--- config.mk ---
export PLATFORM = sky130hd
export DESIGN_NAME = execute_retire
export DESIGN_NICKNAME = d
export VERILOG_FILES = /design/src/rtl/execute_retire.sv
export SDC_FILE = /design/constraint.sdc
export NUM_CORES = 1
export LEC_CHECK = 0
export CAP_MARGIN = 20
export CORE_ASPECT_RATIO = 1.75
export CORE_MARGIN = 2
export CORE_UTILIZATION = 53
export CTS_BUF_LIST = sky130_fd_sc_hd__clkbuf_4 sky130_fd_sc_hd__clkbuf_8
export DETAILED_ROUTE_END_ITERATION = 6
export GPL_TIMING_DRIVEN = 0
export PLACE_DENSITY = 0.89
export SYNTH_ARGS = -nofsm -noshare
export SYNTH_HDL_FRONTEND = slang
export SYNTH_SLANG_ARGS = --single-unit
--- constraint.sdc ---
create_clock -name clk -period 5.88 [get_ports clk]
set_input_delay 0.588 -clock clk [delete_from_list [all_inputs] [get_ports clk]]
set_output_delay 0.588 -clock clk [all_outputs]
set_load 0.02 [all_outputs]
--- src/rtl/execute_retire.sv ---
// rtl/execute_retire.sv - execute-to-retire stage: branch resolve, next PC, registered writeback, retire counter
// Optional feature macro: EXECUTE_RETIRE_MISALIGN_TRAP_EN (adds the misaligned output and suppresses misaligned redirects)
module execute_retire #(
  parameter logic [31:0] RESET_PC = 32'h0000_0000,
  parameter int          COUNT_W  = 32
) (
  input  logic               clk,
  input  logic               reset,
  input  logic [6:0]         decode_opcode,
  input  logic [2:0]         decode_funct3,
  input  logic [4:0]         decode_rd,
  input  logic [31:0]        decode_imm,
  input  logic [31:0]        decode_pc,
  input  logic [31:0]        alu_rd_val,
  input  logic               alu_lt,
  input  logic               alu_ltu,
  input  logic               alu_eq,
  input  logic               execute_valid,
  input  logic               retire_ready,
  output logic               rd_write_en,
  output logic [4:0]         rd_num,
  output logic [31:0]        rd_val,
  output logic [31:0]        pc_next,
  output logic               pc_redirect,
  output logic               illegal,
  output logic [COUNT_W-1:0] retired_count,
`ifdef EXECUTE_RETIRE_MISALIGN_TRAP_EN
  output logic               misaligned,
`endif
  output logic               processing,
  output logic               valid
);

  localparam logic [6:0] OPC_OP     = 7'b0110011;
  localparam logic [6:0] OPC_OP_IMM = 7'b0010011;
  localparam logic [6:0] OPC_LUI    = 7'b0110111;
  localparam logic [6:0] OPC_AUIPC  = 7'b0010111;
  localparam logic [6:0] OPC_JAL    = 7'b1101111;
  localparam logic [6:0] OPC_JALR   = 7'b1100111;
  localparam logic [6:0] OPC_BRANCH = 7'b1100011;

  typedef enum logic {
    IDLE = 1'b0,
    HOLD = 1'b1
  } state_t;

  state_t state;

  logic [31:0] pc4;
  logic [31:0] pc_target;
  logic        br_taken;
  logic        c_write;
  logic [31:0] c_rd_val;
  logic [31:0] c_pc_next;
  logic        c_redirect;
  logic        c_illegal;
  logic        c_misaligned;
  logic        capture;
  logic        retire;

  // A new result is taken when the stage is empty or the held one leaves this same cycle.
  assign capture = execute_valid && ((state == IDLE) || retire_ready);
  assign retire  = (state == HOLD) && retire_ready;

  // Decode the executing instruction into the values the stage will hold.
  always_comb begin
    pc4          = decode_pc + 32'd4;
    pc_target    = decode_pc + decode_imm;
    br_taken     = 1'b0;
    c_write      = 1'b0;
    c_rd_val     = alu_rd_val;
    c_pc_next    = pc4;
    c_redirect   = 1'b0;
    c_illegal    = 1'b0;
    c_misaligned = 1'b0;

    case (decode_opcode)
      OPC_OP, OPC_OP_IMM, OPC_LUI, OPC_AUIPC: begin
        c_write = 1'b1;
      end
      OPC_JAL: begin
        c_write    = 1'b1;
        c_rd_val   = pc4;
        c_pc_next  = pc_target;
        c_redirect = 1'b1;
      end
      OPC_JALR: begin
        c_write    = 1'b1;
        c_rd_val   = pc4;
        c_pc_next  = alu_rd_val & ~32'h1;
        c_redirect = 1'b1;
      end
      OPC_BRANCH: begin
        case (decode_funct3)
          3'b000:  br_taken = alu_eq;
          3'b001:  br_taken = !alu_eq;
          3'b100:  br_taken = alu_lt;
          3'b101:  br_taken = !alu_lt;
          3'b110:  br_taken = alu_ltu;
          3'b111:  br_taken = !alu_ltu;
          default: c_illegal = 1'b1;
        endcase
        if (br_taken) begin
          c_pc_next  = pc_target;
          c_redirect = 1'b1;
        end
      end
      default: begin
        c_illegal = 1'b1;
      end
    endcase

    // x0 is never written, but rd_num/rd_val still carry the decoded values.
    if (decode_rd == 5'd0) begin
      c_write = 1'b0;
    end

`ifdef EXECUTE_RETIRE_MISALIGN_TRAP_EN
    // A redirect to a non-word-aligned target traps instead of writing or redirecting.
    if (c_redirect && (c_pc_next[1:0] != 2'b00)) begin
      c_misaligned = 1'b1;
      c_write      = 1'b0;
      c_redirect   = 1'b0;
    end
`endif
  end

  // Stage FSM with registered outputs and the retired-instruction counter.
  always_ff @(posedge clk) begin
    if (reset) begin
      state         <= IDLE;
      valid         <= 1'b0;
      processing    <= 1'b0;
      rd_write_en   <= 1'b0;
      rd_num        <= 5'd0;
      rd_val        <= 32'd0;
      pc_next       <= RESET_PC;
      pc_redirect   <= 1'b0;
      illegal       <= 1'b0;
      retired_count <= '0;
`ifdef EXECUTE_RETIRE_MISALIGN_TRAP_EN
      misaligned    <= 1'b0;
`endif
    end else begin
      if (capture) begin
        state       <= HOLD;
        valid       <= 1'b1;
        processing  <= 1'b1;
        rd_write_en <= c_write;
        rd_num      <= decode_rd;
        rd_val      <= c_rd_val;
        pc_next     <= c_pc_next;
        pc_redirect <= c_redirect;
        illegal     <= c_illegal;
`ifdef EXECUTE_RETIRE_MISALIGN_TRAP_EN
        misaligned  <= c_misaligned;
`endif
      end else if (retire) begin
        // Emptying: drop the action flags, keep the data fields for observability.
        state       <= IDLE;
        valid       <= 1'b0;
        processing  <= 1'b0;
        rd_write_en <= 1'b0;
        pc_redirect <= 1'b0;
        illegal     <= 1'b0;
`ifdef EXECUTE_RETIRE_MISALIGN_TRAP_EN
        misaligned  <= 1'b0;
`endif
      end

      if (retire) begin
        retired_count <= retired_count + COUNT_W'(1);
      end
    end
  end

`ifndef EXECUTE_RETIRE_MISALIGN_TRAP_EN
  // Only consumed when the misalignment trap is built in.
  logic unused_misaligned;
  assign unused_misaligned = c_misaligned;
`endif

endmodule
; Word-level counts from Yosys, hierarchy flattened
; Index checks and enable logic that the tools add are counted.
[word_totals]
word_cells = 52
out_inout_bits = 106
ff_bits = 105
[op_classes]
bitwise_logic = 1
add_sub_neg = 3
n_mux = 16
n_eq_ne = 12
reduce_logical = 12
[op_table]
columns = cell, count
row1 = case mux 32 bit (3 select lines), 1
row2 = two-way mux 32 bit, 2
row3 = "adder 32 x 1 -> 32 bit, second input constant", 1
row4 = "adder 32 x 3 -> 32 bit, second input constant", 1
row5 = adder 32 bit, 1
row6 = "equality test 7 bit, second input constant", 3
row7 = "equality test 7 x 5 -> 1 bit, second input constant", 2
row8 = "equality test 7 x 6 -> 1 bit, second input constant", 2
row9 = "equality test 3 bit, second input constant", 4
row10 = OR reduction 6 bit, 2
row11 = two-way mux 1 bit, 10
row12 = case mux 1 bit (6 select lines), 1
row13 = logical NOT 5 bit, 1
row14 = case mux 1 bit (2 select lines), 2
row15 = "equality test 3 x 1 -> 1 bit, second input constant", 1
row16 = logical NOT 1 bit, 3
row17 = logical NOT 3 bit, 1
row18 = logical AND 1 bit, 2
row19 = nonzero test 2 bit, 1
row20 = OR reduction 2 bit, 1
row21 = logical OR 1 bit, 1
row22 = inverter 1 bit, 1

; Depth between registers and ports, before layout
[logic_depth]
word_depth = 6
ltp_mapped = 10
ltp_nobuf = 10

; Least setup slack after synthesis
; No wires, ideal clock.
[synth_path]
path_kind = input -> register
startpoint = in decode_imm[0]
endpoint = reg pc_next[24]
arrival_ns = 2.853
path_slack_ns = 2.926
path_buffers = 0
stages = 10
cell_sequence = ha_1 > fa_1 > a21o_2 > a221o_1 > o211ai_1 > nand2_1 > a221o_1 > a211oi_1 > xor2_1 > o41ai_1
[synth_via]
elab_chain_cells = 3
[synth_lines]
columns = element, line
row1 = start: declaration, 12  ; input logic [31:0] decode_imm,
row2 = adder 32 bit (*), 68  ; pc_target = decode_pc + decode_imm;
row3 = two-way mux 32 bit, 103  ; if (br_taken) begin
row4 = case mux 32 bit (3 select lines) (*), 77  ; case (decode_opcode)
row5 = end signal: assignment, 152  ; pc_next <= c_pc_next;
row6 = end: declaration, 23  ; output logic [31:0] pc_next,
; Mark *: on every way between the ends. The rest lies on a longest branch, timed or not.
; A chain may end at the register's enable or synchronous reset.

; Worst setup path in the final report
[layout_path]
startpoint = in decode_pc[0]
endpoint = reg pc_next[26]
[layout_via]
elab_chain_cells = 3
elab_cells_between_ends = 4
[layout_lines]
columns = element, line
row1 = start: declaration, 13  ; input logic [31:0] decode_pc,
row2 = adder 32 x 3 -> 32 bit or adder 32 bit (tied branches), "67, 68"
row3 = two-way mux 32 bit, 103
row4 = case mux 32 bit (3 select lines) (*), 77
; Marks and branches as above.

==> results.md <==
- Status: completed
- DRT Wirelength: 28200 µm
- Slowest cell on crit path: clkdlybuf4s50_1
- CTS sink count: 105
- Asr flop ratio synth: 0
- Initial DRT Pass Iterations: 6
- Die ar.: 14500 µm²
- CTS tree: yes
- Clock buffer depth: 2
- Final period utilization: 0.603
- Fin Clk Skew: 0.00919 ns
- Reg2reg end: rd_val[20]$_SDFFE_PP0P_
- Synth top cells by count: nor2_1, dfxtp_1, nand2_1, a21oi_1, xor2_1
- Nets@finish: 1306
- Crit end category: register
- Hold Startpoint: rd_val[17]$_SDFFE_PP0P_
- Avg Cell Area, Syn: 7.79 µm²
- Worst reg2reg path depth: 7
- RR Startpoint: state$_SDFFE_PP0P_
- Hold Path End: rd_val[17]$_SDFFE_PP0P_
- Hold WS: 0.459 ns
- Routed wire per std cell: ~21 µm
- Crit path time final: ~3.5 ns
- Core ar.: 13300 µm²
- Total of warnings raised by yosys: 0
- Mapped cell area: about 7000 µm²
- Most common flop cell mapped by yosys: dfxtp_1
- Worst Setup Start Kind: primary input
- Dpl cells: 1317
- Die H: 158 µm
- Initial antenna violation count: 0
- RSZ-0062 raised after global routing: no
- Antenna diode count: 0
- Max-cap viol count: 0
- Starting density of the core: 0.539
- Crit path max fanout: 4
- Cells after Synth: 921
- HPWL Detailed: about 22000 µm
- Required @ worst endpoint: 6.17 ns
- Via density: 6.40
- Vias post-DR: 8525
- Top cell type by total area after synthesis: dfxtp_1
- R2R Setup Slk: about 3 ns
- Post-synth top area share: 0.293
- Rel. slew slack: 0.318
- Clock transition at path regs: 0.11 ns
- Synth top area cells: dfxtp_1, nor2_1, xor2_1
- Post-CTS Hold Buffers: 0
- Core Rows: 56
- Post-Layout Cell Count: ~1300
- Number of synthesized flops with an enable pin: 0
- Vias in the first global route: 8153
- Post-DRT Antenna Nets: 0
- CTS buffer count: 9
- Final Max Slew Viols: 0
- WP data arrival: about 3.8 ns
- Most frequent cell after synthesis: nor2_1
- WHS Path Cells: 2
- Measured slew at the worst slew-check pin: roughly 1.0 ns
- GRT Overall Usage: 0.379
- First-pass GRT wire length: 42400 µm
- Remaining DRCs: 0
- Pwr/cell area: approximately 180 nW/µm²
- IO Count: between 200 and 250
- Post-Syn Nets: ~1100
- Congestion Overflow GR: 0
- Post-cts gate resize count: 0
- Slowest stage delay, CP: 0.49 ns
- Port Buf Inserts: around 220
- CP Class: primary input to register
- Netlist cell types: 76
- Leak pwr: between 3 and 4 nW
- Final Hold Viols: 0
- DRT iter0 DRCs: 659
- Layout cells sized above 1: 0.0397
- Die Span X: 91.9 µm
- Root buf cell: clkbuf_8
- F_max: 0.282 GHz
- Gpl congestion: 1.00
- Seq/Total Area, Yosys: 0.293
- Setup bufs post-CTS: 0
- Largest net degree at the start of global routing: 18
- Peak supply drop: 0.118 mV
- Final setup fails: 0
- Crit path cell chain: clkdlybuf4s50_1 > ha_1 > fa_1 > a21o_2 > a221o_1 > o211ai_1 > a21boi_1 > a21oi_1 > o21ba_2 > xor2_1 > o41ai_1
- Setup TNS Final: 0 ns
- Clock Latency Late Sink: 0.39 ns
- H-tree level count: 3
- #FFs+latches synth: ~110
- Min-Delay Path Class: register to register
- P&R area growth vs syn: 36.5%
- Power Total: 1.79 mW
## registers in the layout, summed over array words and instances, names as in the netlist
name / count
pc_next: 32
rd_val: 32
retired_count: 32
rd_num: 5
illegal: 1
pc_redirect: 1
rd_write_en: 1
state: 1
## routing by layer
metal	routed length, µm	vias up	GRT usage
li1	-	3803	-
met1	9020	3972	0.384
met2	14100	571	0.681
met3	2450	179	0.0524
met4	2680	0	0.318
met5	0	-	0
## cell type report
cell class,instances,area [µm²]
Buffer,55,282
Clock buffer,10,131
Clock inverter,6,43.8
Fill cell,1063,3530
Inverter,10,37.5
Multi-Input combinational cell,751,4750
Sequential cell,105,2100
Tap cell,174,218
Timing Repair Buffer,222,2220
## cells in the final DEF (no fill, tap or decap), drive strengths merged, types with 13 or more instances in the layout
master / netlist / routed
clkdlybuf4s50: 0 / 222
o21ai: 36 / 36
nor2: 136 / 136
nand4: 20 / 20
a221o: 16 / 16
xor2: 49 / 49
dfxtp: 105 / 105
buf: 14 / 14
xnor2: 29 / 29
ha: 33 / 33
a21oi: 70 / 70
mux2i: 16 / 16
and3: 16 / 16
a221oi: 13 / 13
nand3: 26 / 26
nor3: 34 / 34
clkbuf: 41 / 51
nand2: 96 / 96
## per-stage QoR
step	setup slack, ns	utilization	cell area [µm²]
finish	2.34	0.735	9790
global route	2.18	0.735	9790
CTS	2.43	0.735	9790
detailed placement	2.02	0.722	9610
global placement	2.03	0.722	9610
floorplan	2.93	-	7170
## worst max-delay path by stage
stage / endpoint / cells after the start / slack [ns] / from
after floorplan: pc_next[24]$_SDFFE_PP0P_ / 10 / 2.93 / decode_imm[0]
after global placement: pc_next[24]$_SDFFE_PP0P_ / 11 / 2.03 / decode_pc[0]
after detailed placement: pc_next[26]$_SDFFE_PP0P_ / 11 / 2.02 / decode_pc[0]
after CTS: pc_next[26]$_SDFFE_PP0P_ / 11 / 2.43 / decode_pc[0]
after global routing: pc_next[26]$_SDFFE_PP0P_ / 11 / 2.18 / decode_pc[0]
final: pc_next[26]$_SDFFE_PP0P_ / 11 / 2.34 / decode_pc[0]
## worst max-delay path: cells and delay by family
kind | cells | cell delay [ns]
AOI/OAI and AO/OA | 7 | 2.01
adders and majority gates | 2 | 0.66
buffers and inverters | 1 | 0.49
xor gates and xnor gates | 1 | 0.08
## power breakdown
part / total [mW] / switching, mW / internal, mW
Clock: 0.429 / 0.269 / 0.161
Combinational: 0.587 / 0.319 / 0.268
Sequential: 0.771 / 0.0250 / 0.746
## logic make-up after synthesis
logic type | Yosys count | synth area share
AOI/OAI and AO/OA | 231 | 0.226
xor gates and xnor gates | 78 | 0.0953
adders and majority gates | 34 | 0.0604
buffers and inverters | 65 | 0.0445
DFF | 105 | 0.293
muxes | 16 | 0.0223
and+or+nand+nor | 392 | 0.258
(Power assumes the default switching activity.)
